## config.mk

```make
export PLATFORM = sky130hd
export DESIGN_NAME = reg_file_sb
export DESIGN_NICKNAME = d
export VERILOG_FILES = /design/src/rtl/rf_pkg.sv /design/src/rtl/rf_scoreboard.sv /design/src/rtl/reg_file_sb.sv
export SDC_FILE = /design/constraint.sdc
export NUM_CORES = 1
export LEC_CHECK = 0
export ABC_AREA = 1
export BUFFER_PORTS_ARGS = -buffer_cell sky130_fd_sc_hd__buf_2
export CORE_ASPECT_RATIO = 1.2
export CORE_MARGIN = 3
export CORE_UTILIZATION = 41
export CTS_CLUSTER_SIZE = 14
export DETAILED_ROUTE_END_ITERATION = 7
export GPL_TIMING_DRIVEN = 1
export PLACE_DENSITY_LB_ADDON = 0.15
export SYNTH_ARGS = -nofsm -noshare
export SYNTH_HDL_FRONTEND = slang
export SYNTH_SLANG_ARGS = --single-unit
```

## constraint.sdc

```tcl
create_clock -name clk -period 6.8 [get_ports clk]
set_input_delay 0 -clock clk [delete_from_list [all_inputs] [get_ports clk]]
set_output_delay 0 -clock clk [all_outputs]
set_load 0.05 [all_outputs]
```

## src/rtl/rf_pkg.sv

```systemverilog
// Shared constants and types for the integer register file and its scoreboard.
package rf_pkg;
  localparam int XLEN_DEFAULT = 32;
  localparam int NREG_RV32E   = 16;
  localparam int NREG_RV32I   = 32;
  localparam int X0           = 0;

  typedef enum logic {
    CLEAR = 1'b0,
    READY = 1'b1
  } rf_state_t;
endpackage

```

## src/rtl/rf_scoreboard.sv

```systemverilog
// Per-register busy bits for pipelined issue, with flush and bypass-aware read-out.
module rf_scoreboard import rf_pkg::*; #(
  parameter int NREG = NREG_RV32E,
  parameter int AW   = 5
) (
  input  logic          clk,
  input  logic          reset,
  input  logic          active,
  input  logic          wr_en,
  input  logic [AW-1:0] wr_addr,
  input  logic          iss_en,
  input  logic [AW-1:0] iss_addr,
  input  logic          flush,
  input  logic [AW-1:0] rd_addr1,
  input  logic [AW-1:0] rd_addr2,
  output logic          busy1,
  output logic          busy2
);

  // Handshake: iss_en and wr_en are single-cycle strobes with no backpressure;
  // iss_en marks a pending producer, a later wr_en to the same register retires it.
  logic [NREG-1:0] busy_q;
  logic [NREG-1:0] busy_d;

  always_comb begin
    busy_d = busy_q;
    if (flush) begin
      busy_d = '0;
    end else begin
      for (int i = 1; i < NREG; i++) begin
        if (wr_en && (32'(wr_addr) == i)) busy_d[i] = 1'b0;
        // Issue is applied after writeback so a new producer wins.
        if (iss_en && (32'(iss_addr) == i)) busy_d[i] = 1'b1;
      end
    end
    busy_d[X0] = 1'b0;
  end

  always_ff @(posedge clk) begin
    if (!reset) begin
      busy_q <= '0;
    end else if (active) begin
      busy_q <= busy_d;
    end
  end

  function automatic logic lookup(input logic [NREG-1:0] vec, input logic [AW-1:0] a);
    logic hit;
    hit = 1'b0;
    for (int i = 1; i < NREG; i++) begin
      if (32'(a) == i) hit = vec[i];
    end
    return hit;
  endfunction

  assign busy1 = lookup(busy_q, rd_addr1) & ~(wr_en && (wr_addr == rd_addr1));
  assign busy2 = lookup(busy_q, rd_addr2) & ~(wr_en && (wr_addr == rd_addr2));

endmodule

```

## src/rtl/reg_file_sb.sv

```systemverilog
// Two-read/one-write integer register file with x0, bypass, busy scoreboard and post-reset clear.
module reg_file_sb import rf_pkg::*; #(
  parameter int XLEN = XLEN_DEFAULT,
  parameter int NREG = NREG_RV32E,
  parameter int AW   = 5
) (
  input  logic            clk,
  input  logic            reset,
  output logic            ready_o,
  input  logic            wr_en_i,
  input  logic [AW-1:0]   wr_addr_i,
  input  logic [XLEN-1:0] wr_data_i,
  input  logic [AW-1:0]   rd_addr1_i,
  input  logic [AW-1:0]   rd_addr2_i,
  output logic [XLEN-1:0] rd_data1_o,
  output logic [XLEN-1:0] rd_data2_o,
  output logic            rd_busy1_o,
  output logic            rd_busy2_o,
  input  logic            iss_en_i,
  input  logic [AW-1:0]   iss_addr_i,
  input  logic            flush_i,
  output rf_state_t       dbg_state
);

  localparam int IW = (NREG > 1) ? $clog2(NREG) : 1;

  rf_state_t       state_q, state_d;
  logic [IW-1:0]   clr_cnt_q, clr_cnt_d;
  logic            mem_we;
  logic [IW-1:0]   mem_addr;
  logic [XLEN-1:0] mem_data;
  logic            ready;
  logic            busy1, busy2;

  // No per-bit reset: the clear sequencer zeroes x1..xNREG-1 after every reset.
  logic [XLEN-1:0] regs [NREG];

  function automatic logic in_range(input logic [AW-1:0] a);
    return (32'(a) != X0) && (32'(a) < NREG);
  endfunction

  always_ff @(posedge clk) begin
    if (!reset) begin
      state_q   <= CLEAR;
      clr_cnt_q <= IW'(1);
    end else begin
      state_q   <= state_d;
      clr_cnt_q <= clr_cnt_d;
    end
  end

  always_comb begin
    state_d   = state_q;
    clr_cnt_d = clr_cnt_q;
    mem_we    = 1'b0;
    mem_addr  = wr_addr_i[IW-1:0];
    mem_data  = wr_data_i;
    case (state_q)
      CLEAR: begin
        mem_we    = reset;
        mem_addr  = clr_cnt_q;
        mem_data  = '0;
        clr_cnt_d = IW'(clr_cnt_q + 1'b1);
        if (clr_cnt_q == IW'(NREG - 1)) state_d = READY;
      end
      READY: begin
        mem_we = reset && wr_en_i && in_range(wr_addr_i);
      end
      default: state_d = CLEAR;
    endcase
  end

  always_ff @(posedge clk) begin
    if (mem_we) regs[mem_addr] <= mem_data;
  end

  assign ready     = (state_q == READY) && reset;
  assign ready_o   = ready;
  assign dbg_state = state_q;

  always_comb begin
    rd_data1_o = '0;
    if (ready && in_range(rd_addr1_i)) begin
      if (wr_en_i && (wr_addr_i == rd_addr1_i)) rd_data1_o = wr_data_i;
      else                                      rd_data1_o = regs[rd_addr1_i[IW-1:0]];
    end
  end

  always_comb begin
    rd_data2_o = '0;
    if (ready && in_range(rd_addr2_i)) begin
      if (wr_en_i && (wr_addr_i == rd_addr2_i)) rd_data2_o = wr_data_i;
      else                                      rd_data2_o = regs[rd_addr2_i[IW-1:0]];
    end
  end

  rf_scoreboard #(
    .NREG (NREG),
    .AW   (AW)
  ) u_scoreboard (
    .clk      (clk),
    .reset    (reset),
    .active   (state_q == READY),
    .wr_en    (wr_en_i),
    .wr_addr  (wr_addr_i),
    .iss_en   (iss_en_i),
    .iss_addr (iss_addr_i),
    .flush    (flush_i),
    .rd_addr1 (rd_addr1_i),
    .rd_addr2 (rd_addr2_i),
    .busy1    (busy1),
    .busy2    (busy2)
  );

  assign rd_busy1_o = ready & busy1;
  assign rd_busy2_o = ready & busy2;

endmodule

```

======== Yosys cells after proc, flatten, opt, wreduce, memory -nomap -nowiden ========
Memory sizes are Yosys's and may differ from the RTL's.
Cells that the tools add are included.
word-level totals
  latch bits .............................. 0
  flip-flop bits (word level) ............. 20
  bits of input ports ..................... 57
  output and inout bits ................... 68
  bits in read-only memories .............. 0
  memories kept ........................... 1
  RAM bits ................................ 512
memory list
  name  depth  width  rd ports  clocked after memory_dff  write ports  line               RTL
  regs  16     32     2         0                         1            reg_file_sb.sv:36  logic [XLEN-1:0] regs [NREG];
operators by class
  div/mod/pow operators ................... 0
  multiply operators ...................... 0
  eq/ne operators ......................... 63
  shift operators ......................... 0
  magnitude comparators ................... 3
  add/subtract/negate cells ............... 1
  bitwise operators ....................... 7
  multiplexer cells ....................... 72
  reductions and logical operators ........ 73
operator list
  cell                   count
  $eq A5 B4 Y1 const B   32
  $mux W32               5
  $eq A5 B3 Y1 const B   16
  $mux W1                64
  $reduce_bool A3 Y1     15
  $eq A5 B2 Y1 const B   8
  $logic_and A1 B1 Y1    40
  $reduce_and A2 Y1      15
  $eq A5 B1 Y1 const B   4
  $lt A5 B5 Y1 const B   3
  $mux W15               1
  $reduce_bool A5 Y1     3
  $eq A5 B5 Y1           2
  $add A4 B1 Y4 const B  1
  $and A1 B1 Y1          4
  $eq A4 B4 Y1 const B   1
  $mux W4                1
  $not A1 Y1             3
  $pmux W1 S2            1

======== Longest topological paths before layout ========
Gate-level depths: netlist of run 1.
  word-level depth ........................ 18
  mapped depth ............................ 13
  depth with buffers taken out ............ 12

======== By module ========
A second synthesis of run 1 with hierarchy kept.
second synthesis, totals
  cell total of the unflattened synthesis .. 3487
  area total of the unflattened synthesis .. 28781.4 µm²
modules (own cells, without submodules)
  module         sequential area each (µm²)  area an instance (µm²)  instances  cells each
  reg_file_sb    15474.8                     27327.5                 1          3248
  rf_scoreboard  300.3                       1453.9                  1          239

======== Least setup slack after synthesis of run 1 ========
Ideal clock, no wire load.
  path kind ............................... register to register
  start ................................... reg state_q (netlist: dbg_state)
  end ..................................... mem regs[13][0] in the netlist's numbering (enable)
  period minus slack after synthesis ...... 3225 ps
  arrival time ............................ 2804 ps
  data required time ...................... 6379 ps
  stages on the path, launching flop included .. 8
  buffers on the path ..................... 1
  path slack .............................. 3575 ps
  cell sequence ........................... dfxtp_1 > buf_2 > nor2_1 > a21oi_1 > inv_1 > nor2_1 > nand2_1 > nor2_1
between the ends
  word-level cells in the longest chain between the ends .. 4
RTL lines
  what                           line               RTL
  start: declaration             reg_file_sb.sv:27  rf_state_t state_q, state_d;
  start signal: assignment       reg_file_sb.sv:47  state_q <= state_d;
  $not A1 Y1                     -
  $pmux W1 S2                    reg_file_sb.sv:58  case (state_q)
  $mux W1                        reg_file_sb.sv:74  if (mem_we) regs[mem_addr] <= mem_data;
  $mux W1 (implied by the code)  reg_file_sb.sv:74
  end: declaration               reg_file_sb.sv:36
Parallel ways exist; a longest one is shown, timed or not.

======== Worst setup path in the final report of run 1 ========
  start ................................... reg state_q (netlist: dbg_state)
  end ..................................... out rd_data1_o[30]
between the ends
  word-level cells in the longest chain between the ends .. 3
RTL lines
  what                 line               RTL
  $logic_and A1 B1 Y1  reg_file_sb.sv:77  assign ready = (state_q == READY) && reset;
  $logic_and A1 B1 Y1  reg_file_sb.sv:83  if (ready && in_range(rd_addr1_i)) begin
  $mux W32             reg_file_sb.sv:83
  end: declaration     reg_file_sb.sv:15  output logic [XLEN-1:0] rd_data1_o,
Every way passes these cells.

==> impl_metrics.env, run 1 <==
export IMPL_synth_async_reset_ratio=0
export IMPL_multiInputGateArea_um2=7790
export IMPL_synth_cells=2244
export IMPL_status="finished, final reports clean"
export IMPL_drc=0
export IMPL_cts_setup_buffers=0
export IMPL_area_growth_synth_to_final_pct=13.5
export IMPL_startpoint_type="register"
export IMPL_routed_via_count=20597
export IMPL_leakagePower_nw=9.67
export IMPL_dpl_hpwl_mm=47.4
export IMPL_fmax_mhz=224
export IMPL_rsz0062_at_grt="no"
export IMPL_finClkSkew_ps=31.3
export IMPL_nets=2391
export IMPL_r2r_start="dbg_state"
export IMPL_layout_drive_gt1_share=0.120
export IMPL_synth_ff_type="edfxtp_1"
export IMPL_cts_buffer_depth=3
export IMPL_synth_top_cell_area_share=0.620
export IMPL_grt_pass1_wl_mm=131
export IMPL_die_y_um=275
export IMPL_dieWidth_um=230
export IMPL_h_tree_depth=2
export IMPL_setup_tns_final_ps=0
export IMPL_design_area_um2=28100
export IMPL_grt_max_degree=78
export IMPL_ir_drop_v=0.000178
export IMPL_ios=125
export IMPL_power_density_nw_per_um2=253
export IMPL_whs_endpoint="regs[6][7]"
export IMPL_first_pass_iters=8
export IMPL_hold_depth=3
export IMPL_hold_violations=0
export IMPL_coreArea_um2=59700
export IMPL_cp_max_fo=41
export IMPL_nFillCells=5399
export IMPL_yosys_top_cells_area="edfxtp_1 (62%), o22ai_1 (9.5%), o31ai_1 (3.7%)"
export IMPL_cts_tree="yes"
export IMPL_holdWs_ps=23.0
export IMPL_ys_ff_latch=532
export IMPL_post_dp_cell_area_um2=25900
export IMPL_n_antenna_cell=0
export IMPL_routed_via_density=6.48
export IMPL_setup_viol=0
export IMPL_wl_per_cell_um=28.3
export IMPL_ff2ff_path_depth=8
export IMPL_timing_rr_end="u_scoreboard.busy_q[1]"
export IMPL_drt_iter0_markers=2479
export IMPL_drt_total_wl_mm=89.8
export IMPL_slew_headroom=0.0839
export IMPL_syn_avg_cell_area_um2=11.0
export IMPL_clock_sinks=532
export IMPL_seq_area_frac_synth=0.636
export IMPL_min_from="wr_data_i[7]"
export IMPL_yosysWarningCount=0
export IMPL_crit_type="reg -> out"
export IMPL_synth_distinct_cells=37
export IMPL_end_kind="primary output"
export IMPL_ant_nets=0
export IMPL_drv_slew=0
export IMPL_reg2reg_slack_ps=2880
export IMPL_first_global_vias=20364
export IMPL_io_buffers=124
export IMPL_rows=98
export IMPL_worstMarginPinSlew_ps=1370
export IMPL_syn_nets=2302
export IMPL_gp_congestion=0.877
export IMPL_crit_arrival_ps=4470
export IMPL_cap_violations=0
export IMPL_netlist_area_um2=24800
export IMPL_synth_edff_count=512
export IMPL_antenna_found_initial=1
export IMPL_clkTransAtPathRegs_ps=60
export IMPL_clk_insertion_delay_late_ps=620
export IMPL_cts_buffers=54
export IMPL_period_minus_slack_ps=4470
export IMPL_synth_top_area_cell="edfxtp_1"
export IMPL_hold_class="in -> reg"
export IMPL_die_area_um2=63400
export IMPL_final_seq_area_um2=15800
export IMPL_clock_root_buffer="clkbuf_16"
export IMPL_initial_core_util=0.415
export IMPL_grt_usage=0.275
export IMPL_finalCritPeriodShare=0.658
export IMPL_grt_ovfl_total=0
export IMPL_required_ps=6800
placed cells by master (no fill, tap or decap), types with 3 or more instances in the layout:
master / synthesis / final
buf_2: 99 / 122
clkbuf_1: 37 / 11
edfxtp_1: 512 / 512
and3_1: 8 / 8
nor3_1: 134 / 134
clkbuf_16: 0 / 57
nand4_1: 41 / 41
dlygate4sd3_1: 0 / 49
nor4_1: 4 / 4
o21ai_1: 48 / 48
clkinv_2: 0 / 18
o31ai_1: 123 / 123
a22oi_1: 8 / 8
clkinv_1: 18 / 27
inv_2: 7 / 7
a21oi_1: 87 / 87
nand2_4: 0 / 4
o21ai_0: 153 / 153
dfxtp_1: 20 / 19
o211ai_1: 3 / 3
inv_1: 90 / 89
nand2_1: 180 / 179
buf_4: 32 / 41
bufinv_16: 0 / 3
nor2_1: 177 / 157
o221ai_1: 8 / 8
nor2_4: 3 / 23
nand3_1: 46 / 44
o22ai_1: 378 / 378
inv_4: 3 / 4
cell usage after synthesis (37+ instances only):
cell type  instances
a21oi_1           87
nor3_1           134
buf_2             99
o21ai_0          153
o31ai_1          123
clkbuf_1          37
inv_1             90
nand3_1           46
edfxtp_1         512
o22ai_1          378
nand2_1          180
nand4_1           41
o21ai_1           48
nor2_1           177
flip-flops by register name (all words and copies together) (netlist names):
| signal | flops |
|---|---|
| dbg_state | 1 |
| clr_cnt_q | 4 |
| regs | 512 |
| u_scoreboard.busy_q | 15 |
per-stage QoR:
stage	utilization	setup slack, ps	total power [mW]	instances
6_report	0.471	2330	7.13	3177
5_1_grt	0.471	2160	7.33	3177
4_1_cts	0.471	2320	7.15	3177
3_5_place_dp	0.434	2990	4.27	3028
3_3_place_gp	0.434	2970	4.27	3028
2_1_floorplan	-	3580	4.04	2244
critical path, cell delays in order, from the launching register on:
cell	delay, ps
dfxtp_2	680
buf_4	670
nand2_1	190
inv_1	230
nand3_1	120
inv_1	690
buf_4	450
o21ai_0	140
nor2_1	290
buf_2	330
cell families after synthesis:
kind of cell | synth area share
AOI/OAI and AO/OA | 0.199
xor gates and xnor gates | 0.000353
adders and majority gates | 0.000505
buffers and inverters | 0.0569
DFF | 0.636
and+or+nand+nor | 0.106
worst max path at each step:
stage	to	depth (start not counted)	start	slack, ps
after floorplan	regs[13][0]	7	dbg_state	3580
after global placement	rd_data1_o[30]	9	dbg_state	2970
after detailed placement	rd_data1_o[30]	9	dbg_state	2990
after CTS	rd_data1_o[30]	9	dbg_state	2320
after global routing	rd_data1_o[30]	9	dbg_state	2160
final	rd_data1_o[30]	9	dbg_state	2330
metal layers:
metal  part of all wire  track usage  wire (um)  vias to the layer above
li1                   -            -          -                     8878
met2               0.48        0.464      43100                     1265
met1               0.39        0.354      34800                    10207
met4              0.041        0.115       3700                        0
met5                  0            0          0                        -
met3              0.092       0.0458       8230                      247
repair_timing:
| action | 4_1_cts | 5_1_grt |
|---|---|---|
| gates resized for setup | 0 | 0 |
| hold buffers | 49 | 0 |
| hold endpoints to repair | 373 | 0 |
cell type report:
type	instances	area share
Multi-Input combinational cell	1415	0.277
Timing Repair Buffer	212	0.0501
Inverter	118	0.0161
Tap cell	800	0.0356
Sequential cell	532	0.561
Clock buffer	68	0.0522
Clock inverter	32	0.00814
power breakdown:
part,internal [mW],switching (mW),total (mW)
registers,3.61,0.0280,3.64
logic,0.151,0.445,0.596
clock network,1.63,1.26,2.89
total,5.40,1.73,7.13
Power figures use the tool's default switching activity.
==> run 2, diff against run 1 <==
Clock period 6.8 ns to 4.4 ns, I/O delays scaled along.
==> impl_metrics.env, run 2 (synthesis results as in run 1) <==
export IMPL_status="finished, final reports clean"
export IMPL_die_y_um=275
export IMPL_nets=2406
export IMPL_startpoint_type="register"
export IMPL_top_regs="regs x512, u_scoreboard.busy_q x15, clr_cnt_q x4"
export IMPL_coreArea_um2=59700
export IMPL_r2r_start="dbg_state"
export IMPL_io_buffers=124
export IMPL_layout_common_cells="edfxtp_1 (512), o22ai_1 (378), nand2_1 (179)"
export IMPL_drv_slew=0
export IMPL_hold_class="in -> reg"
export IMPL_post_dp_cell_area_um2=26300
export IMPL_period_minus_slack_ps=3780
export IMPL_required_ps=4950
export IMPL_ir_drop_v=0.000340
export IMPL_gp_congestion=0.905
export IMPL_internal_power_mw=8.21
export IMPL_initial_core_util=0.415
export IMPL_post_route_worst_setup_slack_ps=620
export IMPL_drt_iter0_markers=2873
export IMPL_end_kind="register"
export IMPL_dpl_hpwl_mm=53.4
export IMPL_rsz0062_at_grt="no"
export IMPL_first_pass_iters=8
export IMPL_cts_buffers=54
export IMPL_wl_per_cell_um=28.4
export IMPL_dieWidth_um=230
export IMPL_ios=125
export IMPL_critPathLaunch="dbg_state"
export IMPL_grt_pass1_wl_mm=131
export IMPL_power_density_nw_per_um2=385
export IMPL_first_global_vias=19718
export IMPL_n_antenna_cell=0
export IMPL_crit_type="reg -> reg"
export IMPL_combPwrFrac=0.086
export IMPL_fmax_mhz=265
export IMPL_antenna_found_initial=1
export IMPL_cp_max_fo=40
export IMPL_clock_sinks=532
export IMPL_grt_max_degree=105
export IMPL_clkTransAtPathRegs_ps=60
export IMPL_area_growth_synth_to_final_pct=14.2
export IMPL_min_from="wr_data_i[28]"
export IMPL_setup_viol=0
export IMPL_layout_drive_gt1_share=0.123
export IMPL_final_common_cell="edfxtp_1"
export IMPL_p_total_mw=10.9
export IMPL_leakagePower_nw=9.73
export IMPL_grt_ovfl_total=0
export IMPL_finalCritPeriodShare=0.859
export IMPL_clock_root_buffer="clkbuf_16"
export IMPL_drc=0
export IMPL_largest_reg_flops=512
export IMPL_finClkSkew_ps=21.8
export IMPL_routed_via_density=6.47
export IMPL_setup_tns_final_ps=0
export IMPL_p_seq_frac=0.516
export IMPL_design_area_um2=28300
export IMPL_ctsResizeCount=0
export IMPL_hold_violations=0
export IMPL_cts_tree="yes"
export IMPL_cts_buffer_depth=3
export IMPL_p_switching_mw=2.68
export IMPL_drt_total_wl_mm=90.8
export IMPL_crit_arrival_ps=4330
export IMPL_cts_setup_buffers=0
export IMPL_pre_cts_ws_ps=1510
export IMPL_holdBufCountCts=39
export IMPL_largest_register="regs"
export IMPL_die_area_um2=63400
export IMPL_h_tree_depth=2
export IMPL_clkPwrFrac=0.398
export IMPL_clk_insertion_delay_late_ps=630
export IMPL_slew_headroom=0.268
export IMPL_ant_nets=0
export IMPL_netSwitchingFraction=0.246
export IMPL_grt_usage=0.277
export IMPL_cap_violations=0
export IMPL_routed_via_count=20642
export IMPL_worstMarginPinSlew_ps=1100
export IMPL_rows=98
[run 2: metrics by stage]
step / util / cells / hold slack (ps)
after detailed placement: 0.440 / 3053 / 323
after CTS: 0.474 / 3192 / 3.90
after floorplan: - / 2244 / 126
after global routing: 0.474 / 3192 / 59.2
after global placement: 0.440 / 3053 / 328
final: 0.474 / 3192 / 36.5
[run 2: area by class of cell]
class                      count  area (um^2)
timing repair buffer         227         1670
inverter                     118          453
clock buffer                  75         1430
fill                        5385        31400
clock inverter                25          183
multi-input combinational   1415         7790
tap                          800         1000
sequential                   532        15800
[run 2: metal layers]
layer / part of all wire / vias up / track usage
met5: 0 / - / 0
met1: 0.41 / 10167 / 0.385
li1: - / 8918 / -
met3: 0.10 / 205 / 0.0543
met4: 0.035 / 0 / 0.0987
met2: 0.46 / 1352 / 0.435
[run 2: critical path: stages, from the launching register on]
cell and delay, ps:
dfxtp_2 640, buf_4 640, nand3_1 260, nor4_1 210
dlygate4sd3_1 630, nand2_1 60, dlygate4sd3_1 560, a21oi_1 140
dlygate4sd3_1 560
[run 2: power by group through the flow]
stage	clock network [mW]	registers, mW	logic [mW]
after floorplan	0	5.72	0.525
after global placement	0	5.73	0.885
after detailed placement	0	5.73	0.891
after CTS	4.40	5.62	0.913
after global routing	4.59	5.63	0.983
final	4.34	5.62	0.934
[run 2: worst paths after layout]
path | slack [ps] | cells past startpoint | end
worst min register to register | 500 | 2 | u_scoreboard.busy_q[14]
worst min-delay path | 40 | 3 | regs[2][28]
worst max-delay path | 620 | 8 | u_scoreboard.busy_q[1]
worst max register to register | 620 | 8 | u_scoreboard.busy_q[1]
